`src/rtl/uart_link_pkg.sv`:
```
// rtl/uart_link_pkg.sv - shared constants, state types and divisor helper for uart_link
package uart_link_pkg;

    localparam int PAR_NONE = 0;
    localparam int PAR_EVEN = 1;
    localparam int PAR_ODD  = 2;
    localparam int OS       = 16;

    typedef enum logic [2:0] {
        TX_IDLE, TX_START, TX_DATA, TX_PARITY, TX_STOP
    } tx_state_t;

    typedef enum logic [2:0] {
        RX_IDLE, RX_START, RX_DATA, RX_PARITY, RX_STOP
    } rx_state_t;

    // Rounded clock divisor for an enable firing at rate_hz.
    function automatic int calc_div(input int clk_hz, input int rate_hz);
        return (clk_hz + rate_hz / 2) / rate_hz;
    endfunction

endpackage

```
`src/rtl/uart_link_tick.sv`:
```
// rtl/uart_link_tick.sv - oversample (tick16) and 1 ms enable generator
module uart_link_tick #(
    parameter int DIV    = 651,
    parameter int MS_DIV = 100_000
) (
    input  logic clk,
    input  logic rst,
    output logic tick16,
    output logic tick_ms
);

    localparam int BW = $clog2(DIV + 1);
    localparam int MW = $clog2(MS_DIV + 1);

    logic [BW-1:0] baud_cnt;
    logic [MW-1:0] ms_cnt;

    assign tick16  = (baud_cnt == BW'(DIV - 1));
    assign tick_ms = (ms_cnt == MW'(MS_DIV - 1));

    always_ff @(posedge clk) begin
        if (rst) begin
            baud_cnt <= '0;
            ms_cnt   <= '0;
        end else begin
            baud_cnt <= tick16  ? '0 : baud_cnt + 1'b1;
            ms_cnt   <= tick_ms ? '0 : ms_cnt + 1'b1;
        end
    end

endmodule

```
`src/rtl/uart_link.sv`:
```
// rtl/uart_link.sv - UART link: heartbeat/on-demand command TX, checked sensor RX, link liveness
module uart_link
    import uart_link_pkg::*;
#(
    parameter int CLK_HZ         = 100_000_000,
    parameter int BAUD           = 9600,
    parameter int DATA_W         = 8,
    parameter int PARITY         = 0,
    parameter int FORCE_MSB      = 1,
    parameter int SEND_PERIOD_MS = 1,
    parameter int RX_TIMEOUT_MS  = 100
) (
    input  logic              clk,
    input  logic              rst,
    input  logic [DATA_W-1:0] tx_data,
    input  logic              tx_send,
    output logic              tx_busy,
    output logic              txd,
    input  logic              rxd,
    output logic [DATA_W-1:0] rx_data,
    output logic              rx_valid,
    output logic              rx_err,
    output logic              link_up
);

    localparam int DIV    = calc_div(CLK_HZ, BAUD * OS);
    localparam int MS_DIV = calc_div(CLK_HZ, 1000);
    localparam bit PAR_EN = (PARITY != PAR_NONE);
    localparam bit PAR_OD = (PARITY == PAR_ODD);
    localparam int BIW    = $clog2(DATA_W);

    logic tick16, tick_ms;

    uart_link_tick #(.DIV(DIV), .MS_DIV(MS_DIV)) u_tick (
        .clk     (clk),
        .rst     (rst),
        .tick16  (tick16),
        .tick_ms (tick_ms)
    );

    tx_state_t         tx_state, tx_next;
    logic [3:0]        tx_tcnt;
    logic [BIW-1:0]    tx_bit;
    logic [DATA_W-1:0] tx_shreg, tx_word;
    logic              tx_par, tx_pend, tx_req, tx_bit_end, tx_load, hb_fire;
    logic [31:0]       hb_cnt;

    always_comb begin
        tx_word = tx_data;
        if (FORCE_MSB != 0) tx_word[DATA_W-1] = 1'b1;
    end

    assign hb_fire    = (SEND_PERIOD_MS != 0) && tick_ms && (hb_cnt == 32'(SEND_PERIOD_MS - 1));
    assign tx_req     = tx_send | hb_fire;
    assign tx_bit_end = tick16 && (tx_tcnt == 4'(OS - 1));
    // A waiting request launches on any tick from IDLE, or straight out of STOP for back-to-back frames.
    assign tx_load    = tick16 && (tx_pend || tx_req) &&
                        ((tx_state == TX_IDLE) || (tx_state == TX_STOP && tx_tcnt == 4'(OS - 1)));

    always_ff @(posedge clk) begin
        if (rst) begin
            tx_state <= TX_IDLE;
            tx_tcnt  <= '0;
            tx_bit   <= '0;
            tx_shreg <= '0;
            tx_par   <= 1'b0;
            tx_pend  <= 1'b0;
            hb_cnt   <= '0;
        end else begin
            tx_state <= tx_next;
            tx_pend  <= !tx_load && (tx_pend || tx_req);
            if (tick_ms)
                hb_cnt <= (hb_cnt == 32'(SEND_PERIOD_MS - 1)) ? '0 : hb_cnt + 32'd1;
            if (tx_load) begin
                tx_tcnt  <= '0;
                tx_bit   <= '0;
                tx_shreg <= tx_word;
                tx_par   <= ^tx_word ^ PAR_OD;
            end else if (tick16 && tx_state != TX_IDLE) begin
                tx_tcnt <= tx_tcnt + 4'd1;
                if (tx_bit_end && tx_state == TX_DATA) begin
                    tx_shreg <= tx_shreg >> 1;
                    tx_bit   <= tx_bit + 1'b1;
                end
            end
        end
    end

    always_comb begin
        tx_next = tx_state;
        case (tx_state)
            TX_IDLE:   if (tx_load) tx_next = TX_START;
            TX_START:  if (tx_bit_end) tx_next = TX_DATA;
            TX_DATA:   if (tx_bit_end && tx_bit == BIW'(DATA_W - 1))
                           tx_next = PAR_EN ? TX_PARITY : TX_STOP;
            TX_PARITY: if (tx_bit_end) tx_next = TX_STOP;
            TX_STOP:   if (tx_load) tx_next = TX_START;
                       else if (tx_bit_end) tx_next = TX_IDLE;
            default:   tx_next = TX_IDLE;
        endcase
    end

    always_comb begin
        txd = 1'b1;
        case (tx_state)
            TX_START:  txd = 1'b0;
            TX_DATA:   txd = tx_shreg[0];
            TX_PARITY: txd = tx_par;
            default:   txd = 1'b1;
        endcase
    end

    assign tx_busy = (tx_state != TX_IDLE) || tx_pend;

    rx_state_t         rx_state, rx_next;
    logic              rx_s1, rx_s2, rx_prev;
    logic [3:0]        rx_tcnt;
    logic [BIW-1:0]    rx_bit;
    logic [DATA_W-1:0] rx_shreg;
    logic              rx_par, rx_fall, rx_sample, rx_good, rx_ok_stb, rx_err_stb;
    logic [31:0]       to_cnt;

    assign rx_fall   = rx_prev && !rx_s2;
    // First sample lands mid start bit, every later one a full bit after it.
    assign rx_sample = tick16 && ((rx_state == RX_START) ? (rx_tcnt == 4'(OS / 2 - 1))
                                                         : (rx_tcnt == 4'(OS - 1)));
    assign rx_good   = rx_s2 && (!PAR_EN || ((^rx_shreg ^ rx_par) == PAR_OD));

    always_ff @(posedge clk) begin
        if (rst) begin
            rx_s1    <= 1'b1;
            rx_s2    <= 1'b1;
            rx_prev  <= 1'b1;
            rx_state <= RX_IDLE;
            rx_tcnt  <= '0;
            rx_bit   <= '0;
            rx_shreg <= '0;
            rx_par   <= 1'b0;
            rx_data  <= '0;
            rx_valid <= 1'b0;
            rx_err   <= 1'b0;
            to_cnt   <= '0;
        end else begin
            rx_s1    <= rxd;
            rx_s2    <= rx_s1;
            rx_prev  <= rx_s2;
            rx_state <= rx_next;
            if (rx_state == RX_IDLE)
                rx_tcnt <= '0;
            else if (tick16)
                rx_tcnt <= (rx_state == RX_START && rx_sample) ? '0 : rx_tcnt + 4'd1;
            if (rx_state == RX_IDLE) begin
                rx_bit <= '0;
            end else if (rx_sample && rx_state == RX_DATA) begin
                rx_shreg <= {rx_s2, rx_shreg[DATA_W-1:1]};
                rx_bit   <= rx_bit + 1'b1;
            end
            if (rx_sample && rx_state == RX_PARITY) rx_par <= rx_s2;
            rx_valid <= rx_ok_stb;
            rx_err   <= rx_err_stb;
            if (rx_ok_stb) rx_data <= rx_shreg;
            if (rx_valid)
                to_cnt <= 32'(RX_TIMEOUT_MS);
            else if (tick_ms && to_cnt != 32'd0)
                to_cnt <= to_cnt - 32'd1;
        end
    end

    always_comb begin
        rx_next = rx_state;
        case (rx_state)
            RX_IDLE:   if (rx_fall) rx_next = RX_START;
            RX_START:  if (rx_sample) rx_next = rx_s2 ? RX_IDLE : RX_DATA;
            RX_DATA:   if (rx_sample && rx_bit == BIW'(DATA_W - 1))
                           rx_next = PAR_EN ? RX_PARITY : RX_STOP;
            RX_PARITY: if (rx_sample) rx_next = RX_STOP;
            RX_STOP:   if (rx_sample) rx_next = RX_IDLE;
            default:   rx_next = RX_IDLE;
        endcase
    end

    always_comb begin
        rx_ok_stb  = 1'b0;
        rx_err_stb = 1'b0;
        if (rx_state == RX_STOP && rx_sample) begin
            rx_ok_stb  = rx_good;
            rx_err_stb = !rx_good;
        end
    end

    assign link_up = (to_cnt != 32'd0);

endmodule
```
`config.mk`:
```
export PLATFORM = sky130hd
export DESIGN_NAME = uart_link
export DESIGN_NICKNAME = d
export VERILOG_FILES = /design/src/rtl/uart_link_pkg.sv /design/src/rtl/uart_link_tick.sv /design/src/rtl/uart_link.sv
export SDC_FILE = /design/constraint.sdc
export NUM_CORES = 1
export LEC_CHECK = 0
export ABC_CLOCK_PERIOD_IN_PS = 4200
export BUFFER_PORTS_ARGS = -buffer_cell sky130_fd_sc_hd__buf_2
export CORE_MARGIN = 2
export CORE_UTILIZATION = 45
export CTS_CLUSTER_DIAMETER = 40
export CTS_CLUSTER_SIZE = 16
export DETAILED_ROUTE_END_ITERATION = 10
export GPL_TIMING_DRIVEN = 0
export PLACE_DENSITY = 0.64
export REMOVE_ABC_BUFFERS = 1
export SKIP_LAST_GASP = 1
export SLEW_MARGIN = 40
export SYNTH_ARGS = -nofsm -noshare
export SYNTH_HDL_FRONTEND = slang
export SYNTH_HIERARCHICAL = 1
export SYNTH_SLANG_ARGS = --single-unit
```
`constraint.sdc`:
```
create_clock -name clk -period 4.2 [get_ports clk]
set_clock_uncertainty 0.15 [all_clocks]
set_input_delay 0.63 -clock clk [delete_from_list [all_inputs] [get_ports clk]]
set_output_delay 0.63 -clock clk [all_outputs]
set_load 0.005 [all_outputs]
```
==> impl.org <==
** Clock tree
- The clock passes through at most 2 buffers.
- Latest clock arrival within the worst-skew pair :: 420 ps
- CTS clock-pin slew for the worst setup and hold paths :: 60 ps
- Number of buffers inserted to repair setup after CTS :: 0
- Count of cells resized by post-cts repair :: 0
- The tree is rooted in a sky130_fd_sc_hd__clkbuf_16.
- TritonCTS created 17 clock buffers.
- Clock tree synthesis found a total of 142 sinks.
- Clock tree from TritonCTS :: built
- After clock tree synthesis, the flow added hold-fix buffers numbering 0.
- H-tree level count :: 4

** Die
- The initial utilization of the core area, before any placement, comes to 0.465.
- Standard-cell row count :: 43
- The die covers 0.0154 mm².
- 25 I/O pins were placed.
- Measured along the x axis, the die boundary spans 124 µm.
- Core Box Area :: 0.0140 mm²
- Die Y-Extent :: 124 µm

** Routing
- The first routing iteration left 382 violations.
- The count of nets left with antenna violations once routing finished came out at 0.
- The detailed router placed 5229 vias in this run.
- After detailed routing, the number of remaining DRC violations is 0.
- In the final routed layout, each cell accounts on average for 14.2 µm.
- Summed over all layers, the routed wires come to 13.4 mm.
- Post-DR vias/cell :: 5.53
- For this run, the detailed router's first-pass iteration total came to 4.

** Logic synthesis
- Synthesized netlist cell count :: 735
- Post-synthesis sequential element count :: 142
- The portion of synthesized area spent on multiplexers is 0.0386.
- In this run, synthesis inferred 0 flip-flops with an integrated enable.
- Dominant combinational cell family by area after synthesis :: simple AND/OR/NAND/NOR gates
- Fraction of synthesized cell area in xor and xnor cells :: 0.101
- Of the total synthesized cell area, the portion taken by full adders, half adders and majority gates is 0.0250.
- Post-Synth Simple-Gate Area :: 0.267
- Compound-cell area share of the yosys netlist :: 0.103
- The most used flip-flop cell after synthesis is sky130_fd_sc_hd__dfxtp_1.
- Yosys printed 6 warnings.
- The synthesized netlist contains 58 unique library cells.
- Asr flop ratio synth :: 0
- Syn avg cell area :: 8.86 µm²
- Of the synthesized area, sequential elements account for 0.437.
- Post-synthesis instance area :: 0.00651 mm²

** Place
- Buffers placed on the I/O ports in this run total 23.
- Once detailed placement completed, the half-perimeter wirelength came to 8.92 mm.
- Once placement completed, the tool counted placed cells totaling 914.
- Routability-driven placement finished with a final weighted congestion of 0.791.
- Cell area after placement :: 0.00681 mm²
- Worst setup timing slack at the placement stage :: 501 ps

** Global routing
- Via count of the first global-routing pass :: 5045
- The first global-routing pass estimated 23.4 mm of wire.
- After global routing the overflow that remains totals 0.
- Global Route Usage Sum :: 0.181
- The number of antenna violations at the first check in global routing was 0.
- Largest net degree at the start of global routing :: 46

** Timing
- The total count of max-transition violations in the final report is 0.
- Highest achievable clock rate :: 0.273 GHz
- Setup repair after global routing left no endpoint under its margin.
- Share of the clock period used by the worst path :: 0.873
- Final setup margin :: 533 ps
- The worst pin sits at a relative slew slack of 0.499.
- Slew at the pin with the worst max-slew slack :: 747 ps
- The worst path needs 3670 ps of the cycle, external delays included.
- Accumulated negative setup slack :: 0 ps
- The hold violation count in the final report came to 0.
- Setup violations remaining at the end of the flow were counted as 0.
- Worst hold slack :: 233 ps

** Power
- Total design power :: 2.93 mW
- In this run the power density over the cells is 394 mW/mm².
- Peak supply drop :: 0.296 mV
- Summed over all cells, the static leakage comes to 2.62 nW.

** Min path
- The path class of the tightest hold or removal check is input port to register.

** Finish
- Leading cell types in the layout, fill and taps excluded :: sky130_fd_sc_hd__dfxtp_1, sky130_fd_sc_hd__nor2_1, sky130_fd_sc_hd__xnor2_1
- Utilization of the core after routing :: 0.530
- Post-route design area :: 0.00742 mm²
- Total number of nets in the final design :: 778
- Most common library cell in the layout ignoring fill and taps :: sky130_fd_sc_hd__dfxtp_1
- Antenna Diode Count :: 0
- Compared with the post-synthesis result, the final layout area differs by 14.0%.
- The finished layout holds 946 standard cells, fillers aside.
- Share of post-route cells with drive strength above 1 :: 0.124

** Worst setup path
- Buffer and inverter count on the worst path :: 0
- Sort of element at the end of the critical path :: register
- Worst setup path category :: register to register
- The critical path goes through ha_1 -> and4_1 -> and4_1 -> nand3b_1 -> or4_1 -> or4_4 -> or4_1 -> a21oi_1.
- Arrival time at the worst endpoint :: 3860 ps
- Along the worst path, the maximum fanout reaches 16.
- Gate family responsible for the most delay along the worst path :: simple AND/OR/NAND/NOR gates
- Worst setup SP type :: register
- For the worst setup path, the data required time is 4390 ps.
- Largest stage delay on the critical path :: 630 ps
- Among all stages on the critical path, the largest delay is contributed by sky130_fd_sc_hd__or4_1.

** Run status
- Run status :: finished clean

** Run
- Max-cap violations in this run came to 0.
worst paths after layout:
path                                             startpoint                      end  slack (ps)  depth (start not counted)
worst min-delay path                                    rxd         rx_s1$_SDFF_PP1_         230                          2
worst min register to register             rx_s1$_SDFF_PP1_       rx_good$_SDFF_PP1_         260                          1
worst max-delay path            u_tick/ms_cnt[0]$_SDFF_PP0_  to_cnt[28]$_SDFFE_PP0P_         530                          8
worst max register to register  u_tick/ms_cnt[0]$_SDFF_PP0_  to_cnt[28]$_SDFFE_PP0P_         530                          8
registers in the layout, summed over array words and instances (netlist names), 4 cells and up:
register         flops
rx_data              8
rx_tcnt              4
hb_cnt              32
rx_shreg             8
u_tick/baud_cnt     10
to_cnt              32
u_tick/ms_cnt       17
tx_tcnt              4
tx_shreg             8
worst register-to-register path, cell delays in order (launching register included):
cell and delay [ps]:
sky130_fd_sc_hd__dfxtp_1 360, sky130_fd_sc_hd__ha_1 240, sky130_fd_sc_hd__and4_1 270, sky130_fd_sc_hd__and4_1 570
sky130_fd_sc_hd__nand3b_1 310, sky130_fd_sc_hd__or4_1 630, sky130_fd_sc_hd__or4_4 500, sky130_fd_sc_hd__or4_1 410
sky130_fd_sc_hd__a21oi_1 160
cell usage after synthesis, types with 9 or more instances:
cell type | count | area share
sky130_fd_sc_hd__o31ai_1 | 10 | 0.012
sky130_fd_sc_hd__xnor2_1 | 39 | 0.052
sky130_fd_sc_hd__clkbuf_1 | 22 | 0.013
sky130_fd_sc_hd__nor3_1 | 18 | 0.014
sky130_fd_sc_hd__nor2_1 | 131 | 0.076
sky130_fd_sc_hd__xor2_1 | 36 | 0.048
sky130_fd_sc_hd__o21ai_0 | 10 | 0.0077
sky130_fd_sc_hd__nand4_1 | 23 | 0.022
sky130_fd_sc_hd__inv_1 | 16 | 0.0092
sky130_fd_sc_hd__or3_1 | 9 | 0.0086
sky130_fd_sc_hd__nor4_1 | 22 | 0.021
sky130_fd_sc_hd__nand2_1 | 34 | 0.020
sky130_fd_sc_hd__mux2i_1 | 24 | 0.037
sky130_fd_sc_hd__dfxtp_1 | 142 | 0.44
sky130_fd_sc_hd__and3_1 | 10 | 0.0096
sky130_fd_sc_hd__or2_2 | 12 | 0.012
sky130_fd_sc_hd__a21oi_1 | 31 | 0.024
sky130_fd_sc_hd__or4_1 | 13 | 0.015
sky130_fd_sc_hd__nand3_1 | 28 | 0.022
sky130_fd_sc_hd__ha_1 | 13 | 0.025
final cells by class:
type / count / area [µm²]
fillers: 1323 / 6570
flip-flops and latches: 142 / 2840
multi-input cells: 547 / 3550
inverters: 17 / 63.8
clock buffers: 21 / 450
clock inverters: 11 / 134
repair buffers: 28 / 155
well taps: 180 / 225
power breakdown:
group          total (mW)  internal [mW]  leakage (nW)  switching (mW)
logic              0.0676         0.0235          1.21          0.0441
clock network        1.50          0.897         0.271           0.601
registers            1.36           1.35          1.15         0.00672
routing by layer:
metal / share of wire / global-route usage
met5: 0 / 0
met4: 0.012 / 0.0615
met1: 0.48 / 0.229
met3: 0.035 / 0.0550
met2: 0.47 / 0.294
logic make-up after synthesis:
kind of cell,count (synthesis)
adders and majority gates,13
muxes,25
and+or+nand+nor,336
xor gates and xnor gates,75
buffers and inverters,46
DFF,142
AOI/OAI and AO/OA,98
Note: power is estimated with default switching activity, not from simulation.
